<file path="src/rtl/alu_seq_core.sv">
// rtl/alu_seq_core.sv - registered handshake ALU with shift-add multiply and result chaining
module alu_seq_core #(
    parameter int WIDTH = 4,
    parameter int CNTW  = 4
) (
    input  logic                 clk,
    input  logic                 rst_n,
    input  logic                 in_valid,
    output logic                 in_ready,
    input  logic [WIDTH-1:0]     a,
    input  logic [WIDTH-1:0]     b,
    input  logic [2:0]           op,
    input  logic                 acc_en,
    output logic                 out_valid,
    input  logic                 out_ready,
    output logic [2*WIDTH-1:0]   y,
    output logic                 zero,
    output logic                 carry,
    output logic                 ovf,
    output logic                 busy
);

    localparam int W2 = 2 * WIDTH;

    localparam logic [2:0] OP_ADD = 3'b000;
    localparam logic [2:0] OP_SUB = 3'b001;
    localparam logic [2:0] OP_AND = 3'b010;
    localparam logic [2:0] OP_OR  = 3'b011;
    localparam logic [2:0] OP_XOR = 3'b100;
    localparam logic [2:0] OP_MUL = 3'b101;
    localparam logic [2:0] OP_SHL = 3'b110;

    typedef enum logic [1:0] {
        S_IDLE = 2'd0,
        S_MUL  = 2'd1,
        S_DONE = 2'd2
    } state_t;

    state_t            state_q;
    logic [W2-1:0]     y_q;
    logic              zero_q;
    logic              carry_q;
    logic              ovf_q;
    logic              out_valid_q;
    logic [WIDTH-1:0]  prev_q;
    logic [W2-1:0]     prod_q;
    logic [W2-1:0]     mcand_q;
    logic [WIDTH-1:0]  mplier_q;
    logic [CNTW-1:0]   cnt_q;

    logic [WIDTH-1:0]  opa_d;
    logic [WIDTH:0]    sum_d;
    logic [WIDTH-1:0]  diff_d;
    logic [CNTW-1:0]   shamt_d;
    logic [W2-1:0]     shl_d;
    logic [W2-1:0]     alu_y_d;
    logic              alu_c_d;
    logic              alu_v_d;
    logic [W2-1:0]     mul_sum_d;
    logic              accept_d;

    assign in_ready  = (state_q == S_IDLE);
    assign busy      = (state_q != S_IDLE);
    assign out_valid = out_valid_q;
    assign y         = y_q;
    assign zero      = zero_q;
    assign carry     = carry_q;
    assign ovf       = ovf_q;

    // Single-cycle datapath: operand select (chaining) and all one-clock opcodes
    always_comb begin
        accept_d  = in_valid & (state_q == S_IDLE);
        opa_d     = acc_en ? prev_q : a;
        sum_d     = {1'b0, opa_d} + {1'b0, b};
        diff_d    = opa_d - b;
        shamt_d   = CNTW'(b);
        shl_d     = {{WIDTH{1'b0}}, opa_d} << shamt_d;
        mul_sum_d = prod_q + (mplier_q[0] ? mcand_q : '0);
        alu_y_d   = '0;
        alu_c_d   = 1'b0;
        alu_v_d   = 1'b0;
        case (op)
            OP_ADD: begin
                alu_y_d = {{(WIDTH-1){1'b0}}, sum_d};
                alu_c_d = sum_d[WIDTH];
                alu_v_d = (opa_d[WIDTH-1] == b[WIDTH-1]) && (sum_d[WIDTH-1] != opa_d[WIDTH-1]);
            end
            OP_SUB: begin
                alu_y_d = {{WIDTH{1'b0}}, diff_d};
                alu_c_d = (opa_d < b);
                alu_v_d = (opa_d[WIDTH-1] != b[WIDTH-1]) && (diff_d[WIDTH-1] != opa_d[WIDTH-1]);
            end
            OP_AND: alu_y_d = {{WIDTH{1'b0}}, opa_d & b};
            OP_OR:  alu_y_d = {{WIDTH{1'b0}}, opa_d | b};
            OP_XOR: alu_y_d = {{WIDTH{1'b0}}, opa_d ^ b};
            OP_SHL: begin
                alu_y_d = shl_d;
                alu_c_d = |shl_d[W2-1:WIDTH];
            end
            default: begin
                // MUL is handled by the sequencer; the reserved opcode yields zero
                alu_y_d = '0;
            end
        endcase
    end

    // Control FSM with registered result, flags and chaining register
    always_ff @(posedge clk or negedge rst_n) begin
        if (!rst_n) begin
            state_q     <= S_IDLE;
            y_q         <= '0;
            zero_q      <= 1'b0;
            carry_q     <= 1'b0;
            ovf_q       <= 1'b0;
            out_valid_q <= 1'b0;
            prev_q      <= '0;
            prod_q      <= '0;
            mcand_q     <= '0;
            mplier_q    <= '0;
            cnt_q       <= '0;
        end else begin
            case (state_q)
                S_IDLE: begin
                    if (accept_d) begin
                        if (op == OP_MUL) begin
                            prod_q   <= '0;
                            mcand_q  <= {{WIDTH{1'b0}}, opa_d};
                            mplier_q <= b;
                            cnt_q    <= '0;
                            state_q  <= S_MUL;
                        end else begin
                            y_q         <= alu_y_d;
                            zero_q      <= (alu_y_d == '0);
                            carry_q     <= alu_c_d;
                            ovf_q       <= alu_v_d;
                            out_valid_q <= 1'b1;
                            state_q     <= S_DONE;
                        end
                    end
                end
                S_MUL: begin
                    // One multiplier bit per clock, LSB first
                    prod_q   <= mul_sum_d;
                    mcand_q  <= mcand_q << 1;
                    mplier_q <= mplier_q >> 1;
                    cnt_q    <= cnt_q + 1'b1;
                    if (cnt_q == CNTW'(WIDTH - 1)) begin
                        y_q         <= mul_sum_d;
                        zero_q      <= (mul_sum_d == '0);
                        carry_q     <= |mul_sum_d[W2-1:WIDTH];
                        ovf_q       <= 1'b0;
                        out_valid_q <= 1'b1;
                        cnt_q       <= '0;
                        state_q     <= S_DONE;
                    end
                end
                S_DONE: begin
                    if (out_ready) begin
                        out_valid_q <= 1'b0;
                        prev_q      <= y_q[WIDTH-1:0];
                        state_q     <= S_IDLE;
                    end
                end
                default: state_q <= S_IDLE;
            endcase
        end
    end

endmodule
</file>
<file path="config.mk">
export PLATFORM = sky130hd
export DESIGN_NAME = alu_seq_core
export DESIGN_NICKNAME = d
export VERILOG_FILES = /design/src/rtl/alu_seq_core.sv
export SDC_FILE = /design/constraint.sdc
export NUM_CORES = 1
export LEC_CHECK = 0
export CELL_PAD_IN_SITES_DETAIL_PLACEMENT = 2
export CELL_PAD_IN_SITES_GLOBAL_PLACEMENT = 2
export CORE_ASPECT_RATIO = 0.8
export CORE_MARGIN = 8
export CORE_UTILIZATION = 35
export CTS_BUF_LIST = sky130_fd_sc_hd__clkbuf_4
export DETAILED_ROUTE_END_ITERATION = 12
export PLACE_DENSITY = 0.85
export SETUP_SLACK_MARGIN = 0.05
export SYNTH_ARGS = -nofsm -noshare
export SYNTH_HDL_FRONTEND = slang
export SYNTH_SLANG_ARGS = --single-unit
</file>
<file path="constraint.sdc">
create_clock -name clk -period 6.6 [get_ports clk]
set_input_delay 1.32 -clock clk [delete_from_list [all_inputs] [get_ports clk]]
set_output_delay 1.32 -clock clk [all_outputs]
set_load 0.1 [all_outputs]
</file>
==> summary by stage <==
Clock network
The number of buffers added for setup after CTS is 0. The maximum root-to-sink buffer count is 2. Buffers inserted during clock tree synthesis total 5. The CTS tree is yes. The cell sitting at the root of the clock tree is a clkbuf_4.

The clock sink count is between 40 and 50. The later pin in the worst-skew pair is clocked with a latency of between 0.3 and 0.4 ns. The number of hold buffers added after CTS is 0.

The clock slew seen by the registers of the worst setup and hold paths is about 0.16 ns. The H-tree was split into 2 levels. The number of gates resized after cts is 0.

Placement
The last weighted congestion value of the routability-driven placer is 0.825. The worst slack at placement is around 2.1 ns. The half-perimeter wire length after detailed placement is between 7 and 8 mm.

The count of input and output buffers is 29.

Synthesis
The top cell type by area accounts for between 30% and 40% of the synthesized area. For this run, the number of Yosys warnings is 0. The number of register bits inferred by synthesis is 42. Of the synthesized area, sequential elements account for between 30% and 40%.

For this run, the leading register cell type out of synthesis is dfrtp_1. The most used standard cell by instance count after synthesis is dfrtp_1. Yosys mapped the design onto 60 distinct sky130hd cell types.

The largest total area in the synthesized netlist belongs to dfrtp_1. Summing every instance area after synthesis gives 3100 µm². The number of enable flip-flop cells after synthesis is 0. The synthesized instance count is approximately 340.

Counting instances in the post-synthesis netlist gives the leading cell types as dfrtp_1 (42), nand2_1 (34), nor2_1 (29), o21ai_0 (26). By area the synthesized netlist is led by dfrtp_1 (34%), ha_1 (9.3%), o21ai_0 (4.2%), nand2_1 (4.1%), a21oi_1 (3.7%). A synthesized cell averages approximately 9.0 µm². Of all flip-flops after synthesis, the portion carrying an async set or reset was 100%. The number of nets handed over by synthesis was ~390.

Cells and area
The antenna cell count is 0. The final layout contains between 400 and 500 nets. In the final layout, the share of cells above drive strength 1 is 8.26%. The final core utilization is about two fifths. The area added between synthesis and finish is 13.9%.

The number of filler instances in the final layout is ~950.

Floorplanning
The initial core utilization is a little over a third. The count of boundary I/O pins is 30. The standard cell core area is approximately 8500 µm².

The die covers roughly 12000 µm². The floorplan has 30 rows. From bottom edge to top edge, the die measures 100 µm.

From left edge to right edge, the die measures roughly 120 µm.

Power and ir drop
In this run the static leakage power is around 0.0016 µW. VDD sags by at most 0.271 mV. Power spread over the standard cell area amounts to 421 nW/µm². The total design power is 1480 µW.

Global routing
The via count of the first global-routing pass is around 3000. Entering global routing, the biggest net connects 43 pins. The initial antenna violation count is 0.

Across every metal layer, demand over resource in global routing totals approximately 16%. The first global-routing pass estimated 15.9 mm of wire. After global routing the overflow that remains totals 0.

STA
Setup repair after global routing left no endpoint under its margin. After layout, the worst path uses 61.9% of the clock period. The post-route clock skew is between 0.02 and 0.025 ns. Measured against its own limit, the worst slew margin works out to between 30 and 40%.

The final hold slack is between 0.5 and 0.6 ns. The final count of negative-setup-slack endpoints is 0. For the finished layout, the period the worst path requires is 4.09 ns. The setup TNS is 0 ns. The final setup slack of the worst path is roughly 2.5 ns.

The number of max-slew violations in the final report is 0. For the pin with the worst max-slew slack, the measured transition is 0.983 ns. The fmax is 245 MHz. The final number of hold-violating endpoints is 0.

Critical path
The cell at the slowest stage of the critical path is clkdlybuf4s50_1. The data arrival time of the worst path is 4.37 ns. The largest stage delay on the critical path is ~0.79 ns. The critical path class is input port to flop. Walking the worst path, the cells encountered are clkdlybuf4s50_1, mux2i_2, inv_2, ha_1, fa_1, xor2_1, nand2_1, a31oi_1, nor3_1, o21ai_0, mux2_2.

The worst reg-to-reg setup slack is ~3.9 ns. The largest delay contributor family on the critical path is buffers and inverters. The category of the worst setup path launch point is an input port. The kind of end point of the critical path is a flop. Along the worst path, the maximum fanout reaches 5. The total buffers and inverters traversed by the critical path is 2. The data required time at the worst endpoint is 6.88 ns.

Route
The final route contains roughly 2700 vias. The detailed router finished its first iteration with around 120 violations. The DRC violations left is 0.

The number of nets still failing antenna checks after routing is 0. The routed design has just under 10 mm of wire. The average routed wire per standard cell is 20.2 µm. The average via count per standard cell is approximately 5.7.

The first detailed-routing pass took 4 iterations.

Run status
The flow ran to the end, and the final reports show no timing, DRC or antenna violations.

Hold path
The worst min-delay path category is flop to flop.

Run
The total of max-cap violations is 0.
## cell usage in the layout (no fill, tap or decap), types with 3 or more instances in the layout
| master | netlist | final |
|---|---|---|
| dfrtp_1 | 42 | 42 |
| nand2_1 | 34 | 34 |
| nor2_1 | 29 | 29 |
| clkdlybuf4s50_1 | 0 | 28 |
| o21ai_0 | 26 | 26 |
| a21oi_1 | 23 | 23 |
| ha_1 | 23 | 23 |
| inv_1 | 11 | 11 |
| a22o_1 | 11 | 11 |
| nand2b_1 | 8 | 8 |
| and2_1 | 7 | 7 |
| nand3b_1 | 7 | 7 |
| xnor2_1 | 7 | 7 |
| mux2_2 | 6 | 6 |
| o31ai_1 | 5 | 5 |
| nor2b_1 | 6 | 5 |
| clkbuf_4 | 0 | 5 |
| a31oi_1 | 4 | 4 |
| o22ai_1 | 4 | 4 |
| xor2_1 | 4 | 4 |
| nand3_1 | 4 | 4 |
| nor3_1 | 4 | 4 |
| mux2i_4 | 3 | 3 |
| inv_2 | 3 | 3 |
| o211ai_1 | 3 | 3 |
| a211oi_1 | 3 | 3 |
| fa_1 | 3 | 3 |
## flip-flops by register name, indices dropped and copies added, names as in the netlist
register	flops
ovf	1
state_q	2
y	8
mplier_q	4
prev_q	4
cnt_q	4
out_valid	1
zero	1
mcand_q	8
carry	1
prod_q	8
## path summary, 6_finish.rpt
kind | end | start | cells past startpoint
worst max-delay path | y[2] | acc_en | 11
worst min-delay path | prod_q[2] | prod_q[2] | 2
worst max register to register | carry | mplier_q[0] | 9
worst min register to register | prod_q[2] | prod_q[2] | 2
max in group asynchronous | prev_q[0] | rst_n | 1
min in group asynchronous | y[7] | rst_n | 1
## cells by family (layout without fill, tap and decap cells)
family | count (synthesis) | after routing | share of synthesized area (%)
AO/OA/AOI/OAI | 101 | 101 | 21.4
XOR/XNOR | 11 | 11 | 3.11
adder cells (fa/ha/maj) | 26 | 26 | 11.2
buffers and inverters | 34 | 54 | 4.45
flip-flops | 42 | 42 | 34.0
multiplexers | 14 | 14 | 7.03
AND/OR/NAND/NOR | 115 | 115 | 18.8
## layer usage
metal / routed length, µm / track usage (%) / vias up
met2: 4430 / 26.7 / 54
met4: 106 / 4.26 / 0
met3: 393 / 3.54 / 10
met1: 4680 / 21.7 / 1363
li1: - / - / 1266
met5: 0 / 0 / -
## tightest hold or removal path: stages, from the launching register on
cell and delay [ns]:
dfrtp_1 0.38, nand2_1 0.05, nand2_1 0.06
## per-stage QoR
stage,area (µm²),cells
final,3520,475
after global routing,3520,475
after CTS,3520,475
after detailed placement,3460,467
after global placement,3460,467
after floorplan,3100,343
## cell type report
cell class / instances / area, µm² / area share (%)
Tap cell: 112 / 140 / 3.98
Multi-Input combinational cell: 267 / 1910 / 54.3
Inverter: 15 / 58.8 / 1.67
Sequential cell: 42 / 1050 / 29.8
Clock buffer: 5 / 37.5 / 1.06
Timing Repair Buffer: 31 / 300 / 8.52
Clock inverter: 3 / 23.8 / 0.674
## power breakdown
group | switching, µW | internal [µW] | leakage (µW)
Combinational | 597 | 279 | 0.000993
Clock | 99.9 | 42.8 | 0.0000278
Sequential | 104 | 361 | 0.000546
Total | 801 | 683 | 0.00157
Note: power is estimated with default switching activity, not from simulation.
